**src/rtl/dmem_responder_pkg.sv**
```systemverilog
// ============================================================================
// Module      : dmem_responder_pkg
// Description : Shared address map, timer control bit positions and reset
//               constants for the data-memory responder.
// Revision    : 1.0 - initial release
// ============================================================================
`default_nettype none

package dmem_responder_pkg;

  localparam logic [31:0] RAM_BASE    = 32'h0000_0000;
  localparam logic [31:0] GPIO_OUT_A  = 32'h0000_0800;
  localparam logic [31:0] GPIO_IN_A   = 32'h0000_0804;
  localparam logic [31:0] TMR_COUNT_A = 32'h0000_0808;
  localparam logic [31:0] TMR_CTRL_A  = 32'h0000_080C;
  localparam logic [31:0] TMR_CMP_A   = 32'h0000_0810;

  localparam int TMR_EN_BIT   = 0;
  localparam int TMR_AR_BIT   = 1;
  localparam int TMR_FLAG_BIT = 2;
  localparam int TMR_IE_BIT   = 3;

  localparam logic [31:0] TMR_CMP_RST = 32'hFFFF_FFFF;

endpackage

`default_nettype wire

```
**src/rtl/dmem_timer.sv**
```systemverilog
// ============================================================================
// Module      : dmem_timer
// Description : Free-running compare timer with auto-reload, sticky flag and
//               registered interrupt output.
// Revision    : 1.0 - initial release
// ============================================================================
`default_nettype none

module dmem_timer
  import dmem_responder_pkg::*;
(
  input  logic        clk,
  input  logic        rst,
  input  logic        i_wr_count,
  input  logic        i_wr_ctrl,
  input  logic        i_wr_cmp,
  input  logic [31:0] i_wd,
  output logic [31:0] o_count,
  output logic [31:0] o_ctrl,
  output logic [31:0] o_cmp,
  output logic        o_irq
);

  logic [31:0] r_count;
  logic [31:0] r_cmp;
  logic        r_en;
  logic        r_ar;
  logic        r_flag;
  logic        r_ie;
  logic        r_irq;
  logic        w_match;
  logic [31:0] w_count_nxt;

  assign w_match = r_en && (r_count == r_cmp);

  // Priority: core write > auto-reload > increment.
  always_comb begin
    w_count_nxt = r_count;
    if (r_en)
      w_count_nxt = r_count + 32'd1;
    if (w_match && r_ar)
      w_count_nxt = '0;
    if (i_wr_count)
      w_count_nxt = i_wd;
  end

  always_ff @(posedge clk or negedge rst) begin
    if (!rst) begin
      r_count <= '0;
      r_cmp   <= TMR_CMP_RST;
      r_en    <= 1'b0;
      r_ar    <= 1'b0;
      r_flag  <= 1'b0;
      r_ie    <= 1'b0;
      r_irq   <= 1'b0;
    end else begin
      r_count <= w_count_nxt;
      r_irq   <= r_flag & r_ie;
      if (i_wr_cmp)
        r_cmp <= i_wd;
      if (i_wr_ctrl) begin
        r_en <= i_wd[TMR_EN_BIT];
        r_ar <= i_wd[TMR_AR_BIT];
        r_ie <= i_wd[TMR_IE_BIT];
      end
      // A match on the same edge as write-1-to-clear keeps the flag set.
      if (w_match)
        r_flag <= 1'b1;
      else if (i_wr_ctrl && i_wd[TMR_FLAG_BIT])
        r_flag <= 1'b0;
    end
  end

  always_comb begin
    o_ctrl               = '0;
    o_ctrl[TMR_EN_BIT]   = r_en;
    o_ctrl[TMR_AR_BIT]   = r_ar;
    o_ctrl[TMR_FLAG_BIT] = r_flag;
    o_ctrl[TMR_IE_BIT]   = r_ie;
  end

  assign o_count = r_count;
  assign o_cmp   = r_cmp;
  assign o_irq   = r_irq;

endmodule

`default_nettype wire

```
**src/rtl/dmem_responder.sv**
```systemverilog
// ============================================================================
// Module      : dmem_responder
// Description : Core data-memory slave: word RAM, GPIO and timer behind a
//               zero-latency combinational read port.
// Revision    : 1.0 - initial release
// ============================================================================
`default_nettype none

module dmem_responder
  import dmem_responder_pkg::*;
#(
  parameter int RAM_WORDS        = 64,
  parameter int GPIO_SYNC_STAGES = 2
) (
  input  logic        clk,
  input  logic        rst,
  input  logic [31:0] addr,
  input  logic [31:0] wd,
  input  logic        we,
  output logic [31:0] rd,
  input  logic [31:0] gpio_in,
  output logic [31:0] gpio_out,
  output logic        irq,
  output logic        bus_err
);

  localparam int AW = $clog2(RAM_WORDS);

  logic [31:0] r_ram [RAM_WORDS];
  logic [31:0] r_gpio_out;
  logic [31:0] r_sync [GPIO_SYNC_STAGES];
  logic        r_bus_err;

  logic [31:0] w_waddr;
  logic        w_ram_hit;
  logic        w_sel_gpo;
  logic        w_sel_gpi;
  logic        w_sel_cnt;
  logic        w_sel_ctrl;
  logic        w_sel_cmp;
  logic        w_writable;
  logic        w_ram_we;
  logic [31:0] w_tmr_count;
  logic [31:0] w_tmr_ctrl;
  logic [31:0] w_tmr_cmp;
  logic        w_unused;

  assign w_waddr    = {addr[31:2], 2'b00};
  assign w_ram_hit  = (addr[31:AW+2] == RAM_BASE[31:AW+2]);
  assign w_sel_gpo  = (w_waddr == GPIO_OUT_A);
  assign w_sel_gpi  = (w_waddr == GPIO_IN_A);
  assign w_sel_cnt  = (w_waddr == TMR_COUNT_A);
  assign w_sel_ctrl = (w_waddr == TMR_CTRL_A);
  assign w_sel_cmp  = (w_waddr == TMR_CMP_A);
  assign w_writable = w_ram_hit | w_sel_gpo | w_sel_cnt | w_sel_ctrl | w_sel_cmp;
  assign w_unused   = ^addr[1:0];

  // RAM is never cleared; writes landing while reset is held are dropped.
  assign w_ram_we = we & w_ram_hit & rst;

  always_ff @(posedge clk) begin
    if (w_ram_we)
      r_ram[addr[AW+1:2]] <= wd;
  end

  always_ff @(posedge clk or negedge rst) begin
    if (!rst) begin
      r_gpio_out <= '0;
      r_bus_err  <= 1'b0;
      for (int i = 0; i < GPIO_SYNC_STAGES; i++)
        r_sync[i] <= '0;
    end else begin
      if (we && w_sel_gpo)
        r_gpio_out <= wd;
      r_bus_err <= we & ~w_writable;
      r_sync[0] <= gpio_in;
      for (int i = 1; i < GPIO_SYNC_STAGES; i++)
        r_sync[i] <= r_sync[i-1];
    end
  end

  dmem_timer u_timer (
    .clk        (clk),
    .rst        (rst),
    .i_wr_count (we & w_sel_cnt),
    .i_wr_ctrl  (we & w_sel_ctrl),
    .i_wr_cmp   (we & w_sel_cmp),
    .i_wd       (wd),
    .o_count    (w_tmr_count),
    .o_ctrl     (w_tmr_ctrl),
    .o_cmp      (w_tmr_cmp),
    .o_irq      (irq)
  );

  always_comb begin
    rd = '0;
    if (w_ram_hit)
      rd = r_ram[addr[AW+1:2]];
    else if (w_sel_gpo)
      rd = r_gpio_out;
    else if (w_sel_gpi)
      rd = r_sync[GPIO_SYNC_STAGES-1];
    else if (w_sel_cnt)
      rd = w_tmr_count;
    else if (w_sel_ctrl)
      rd = w_tmr_ctrl;
    else if (w_sel_cmp)
      rd = w_tmr_cmp;
  end

  assign gpio_out = r_gpio_out;
  assign bus_err  = r_bus_err;

endmodule

`default_nettype wire
```
**config.mk**
```make
export PLATFORM = sky130hd
export DESIGN_NAME = dmem_responder
export DESIGN_NICKNAME = d
export VERILOG_FILES = /design/src/rtl/dmem_responder_pkg.sv /design/src/rtl/dmem_timer.sv /design/src/rtl/dmem_responder.sv
export SDC_FILE = /design/constraint.sdc
export NUM_CORES = 2
export LEC_CHECK = 0
export BUFFER_PORTS_ARGS = -buffer_cell sky130_fd_sc_hd__buf_2
export CORE_UTILIZATION = 45
export DETAILED_ROUTE_END_ITERATION = 16
export PLACE_DENSITY_LB_ADDON = 0.12
export SKIP_CTS_REPAIR_TIMING = 1
export SLEW_MARGIN = 10
export SYNTH_ARGS = -nofsm -noshare
export SYNTH_HDL_FRONTEND = slang
export SYNTH_SLANG_ARGS = --single-unit
```
**constraint.sdc**
```tcl
create_clock -name clk -period 2.7 [get_ports clk]
set_clock_uncertainty 0.05 [all_clocks]
set_input_delay 0.405 -clock clk [delete_from_list [all_inputs] [get_ports clk]]
set_output_delay 0.405 -clock clk [all_outputs]
set_load 0.02 [all_outputs]
```
==> flow_metrics.py <==
metrics = {
    "critical_path": {
        "r2r-end": "u_timer.o_count[11]$_DFFE_PN0P_",
        "r2r-start": "u_timer.o_cmp[31]$_DFFE_PN1P_",
        "cp_slowest_stage_delay_ns": 0.77,
        "cp-startpoint": "r_ram[60][20]$_DFFE_PP_",
        "reg2reg_slack_ns": 0.08,
        "crit_path_end": "rd[20]",
        "crit_cells": 8,
        "worst-path-buf-inv": 2,
        "crit_path_start_kind": "register",
        "critical_path_required_ns": 2.25,
        "cpLargestDelayFamily": "compound AO/OA/AOI/OAI gates",
        "path_cells": "mux2_2, a221o_1, a222oi_1, buf_4, o211ai_1, o31ai_4, a21oi_2, buf_2",
        "worstPathMaxFanout": 1,
        "cpMaxStageDelayCell": "a222oi_1",
        "critPathKind": "reg2out",
        "crit_path_end_kind": "primary output",
        "reg2reg_depth": 8,
        "arrival_ns": 3.49,
    },
    "power": {
        "finalPower_mw": 73.9,
        "max-vdd-ir-drop_mv": 0.631,
        "p_per_area_nw_per_um2": 674,
        "leakage_nw": 37.3,
    },
    "cts": {
        "clockBufferDepth": 3,
        "clkTransAtPathRegs_ns": 0.06,
        "cts_root_buffer": "clkbuf_16",
        "cts_made_buffers": 222,
        "cts.sinks": 2214,
        "htree_levels": 4,
        "tritoncts": "done",
        "worstSkewPairLatency_ns": 0.88,
    },
    "synth": {
        "synth_area_leaders": "edfxtp_1 73%, dfrtp_1 4.0%, mux2_2 3.0%, a22oi_1 2.7%, mux2i_1 2.1%",
        "dominantRegCellSynth": "edfxtp_1",
        "synth_top_area_frac": 0.727,
        "synthCells": 4898,
        "synth_seq_cells": 2214,
        "synthMuxAreaShare": 0.0588,
        "synth_edf_count": 2048,
        "yosysTopAreaCell": "edfxtp_1",
        "post-synth-top-count-cell": "edfxtp_1",
        "synth.yosys.warnings": 0,
        "synth_top_family_by_area": "compound AO/OA/AOI/OAI gates",
        "syn_nets": 4998,
        "synthesis.area_um2": 84600,
        "synth_compound_area_frac": 0.110,
        "synth_top_cells_by_count": "2,048 x edfxtp_1, 307 x a22oi_1, 226 x mux2_2, 208 x nand2_1, 198 x a221oi_1",
        "ys_seq_area_frac": 0.776,
        "synth_fa_ha_area_frac": 0.000148,
        "synth_simple_gate_area_frac": 0.0310,
        "synth_xor_xnor_area_share": 0.00538,
        "synth_cell_types": 79,
        "avgSynthCellArea_um2": 17.3,
        "synthArstFlopShare": 0.0750,
    },
    "status": {
        "violations": "negative setup slack",
        "run_status": "complete, but fails checks",
    },
    "floorplanning": {
        "pin_count": 165,
        "dieArea_um2": 190000,
        "start_util": 0.455,
        "die_h_um": 436,
        "die_width_um": 436,
        "core_area_um2": 186000,
        "rows": 158,
    },
    "global_routing": {
        "grt_pass1_wl_mm": 456,
        "grtUsageTotal": 0.352,
        "grt_pass1_vias": 53200,
        "grt_max_degree": 110,
        "grt_antenna_before_repair": 12,
        "grt-ovfl-total": 0,
    },
    "placement": {
        "gp_congestion": 0.967,
        "hpwl_mm": 226,
        "io_buffers": 162,
    },
    "sta": {
        "fin_crit_sh": 1.46,
        "fin_ws_ns": -1.25,
        "period_minus_slack_ns": 3.95,
        "maxSlewViolCount": 0,
        "grt_setup_unrepaired": "true",
        "maxSlewHeadroom": 0.114,
        "worstMarginPinSlew_ns": 1.33,
        "timing.hold.ws_ns": 0.0100,
        "setup_violations": 32,
        "final_hold_viol_count": 0,
        "fmax_mhz": 253,
    },
    "route": {
        "vias": 57000,
        "antenna_left": 0,
        "drt_iter0_drc": 9555,
        "firstDrtPassIters": 8,
        "via_per_inst": 6.55,
        "wl_per_cell_um": 39.5,
        "routed_wl_mm": 344,
        "drc_errors": 0,
    },
    "worst_hold_path": {
        "hold_path_class": "in2reg",
    },
    "final_layout": {
        "nNetsFinal": 6136,
        "fillers": 14000,
        "layout-drive-gt1-share": 0.355,
        "syn_to_final_growth_pct": 29.6,
    },
    "flow_run": {
        "maxCapViolations": 0,
    },
}
state kept, by name, summed over array words and instances (netlist names):
register,flops
r_ram,2048
r_sync,64
gpio_out,32
u_timer.o_cmp,32
u_timer.o_count,32
bus_err,1
u_timer.o_irq,1
u_timer.r_ar,1
u_timer.r_en,1
u_timer.r_flag,1
u_timer.r_ie,1
power breakdown:
group | internal, mW | leakage [nW] | switching, mW | total (mW)
Clock | 17.7 | 3.56 | 13.5 | 31.2
Combinational | 1.92 | 13.3 | 3.32 | 5.23
Sequential | 37.5 | 20.4 | 0.0213 | 37.5
Total | 57.1 | 37.3 | 16.8 | 73.9
cell families after synthesis:
logic type	Yosys count
flops	2214
compound gates	1277
simple gates	573
mux	433
buf+inv	348
xor+xnor	52
fa+ha+maj	1
per-layer routing:
| metal | track usage | routed length [um] |
|---|---|---|
| met4 | 0.159 | 17100 |
| met1 | 0.495 | 132000 |
| met3 | 0.0654 | 38500 |
| met5 | 0 | 11 |
| met2 | 0.533 | 156000 |
layout by cell type (no fill, tap or decap), drive strengths merged, types with 21 or more instances in the layout:
cell            n
dfrtp         134
nand2         209
o22ai          40
o21ai         175
mux2          227
a31oi          95
a22o           59
mux2i         178
bufinv         21
nor3           31
a22oi         307
a222oi         64
edfxtp       2048
nor4           30
a221oi        198
a21oi         165
xor2           33
dlygate4sd3    43
mux4           28
clkbuf        289
a221o          53
nand3          31
dfstp          32
clkinv         97
buf          1197
nor2          179
tightest hold or removal path, stage by stage:
cell and delay [ns]:
buf_2 0.11, buf_12 0.21, nand2_1 0.10, o21ai_1 0.05
metrics by stage:
stage / instance area (um^2) / setup TNS, ns / worst slack [ns] / utilization / instances
after CTS: 105000 / -41.73 / -1.82 / 0.566 / 8597
after detailed placement: 98000 / -1013.23 / -1.82 / 0.527 / 8191
after global placement: 98000 / -1008.21 / -2.49 / 0.527 / 8190
after global routing: 110000 / -28.46 / -1.28 / 0.589 / 8699
final: 110000 / -27.52 / -1.25 / 0.589 / 8702
after floorplan: 85200 / -87.43 / -0.220 / - / 4898
final cells by class:
type / count / area [um^2] / area share
clock inverter: 127 / 1330 / 0.0121
clock buffer: 279 / 5980 / 0.0545
antenna: 4 / 10.0 / 0.0000913
inverter: 12 / 48.8 / 0.000445
sequential: 2214 / 65700 / 0.599
timing repair buffer: 1250 / 13000 / 0.119
multi-input combinational: 2336 / 20500 / 0.187
tap: 2480 / 3100 / 0.0283
how the worst min path moves through the flow:
| stage | start | endpoint | slack [ns] | cells past startpoint |
|---|---|---|---|---|
| after floorplan | rst | bus_err$_DFF_PN0_ | 0.06 | 0 |
| final | wd[27] | u_timer.o_count[27]$_DFFE_PN0P_ | 0.01 | 4 |
| after CTS | gpio_in[18] | r_sync[50]$_DFF_PN0_ | -0.47 | 1 |
| after global placement | r_sync[46]$_DFF_PN0_ | r_sync[14]$_DFF_PN0_ | 0.28 | 0 |
| after detailed placement | r_sync[38]$_DFF_PN0_ | r_sync[6]$_DFF_PN0_ | 0.28 | 0 |
| after global routing | wd[12] | r_ram[46][12]$_DFFE_PP_ | 0.004 | 2 |
No activity file was read; power rests on OpenSTA's default activity.
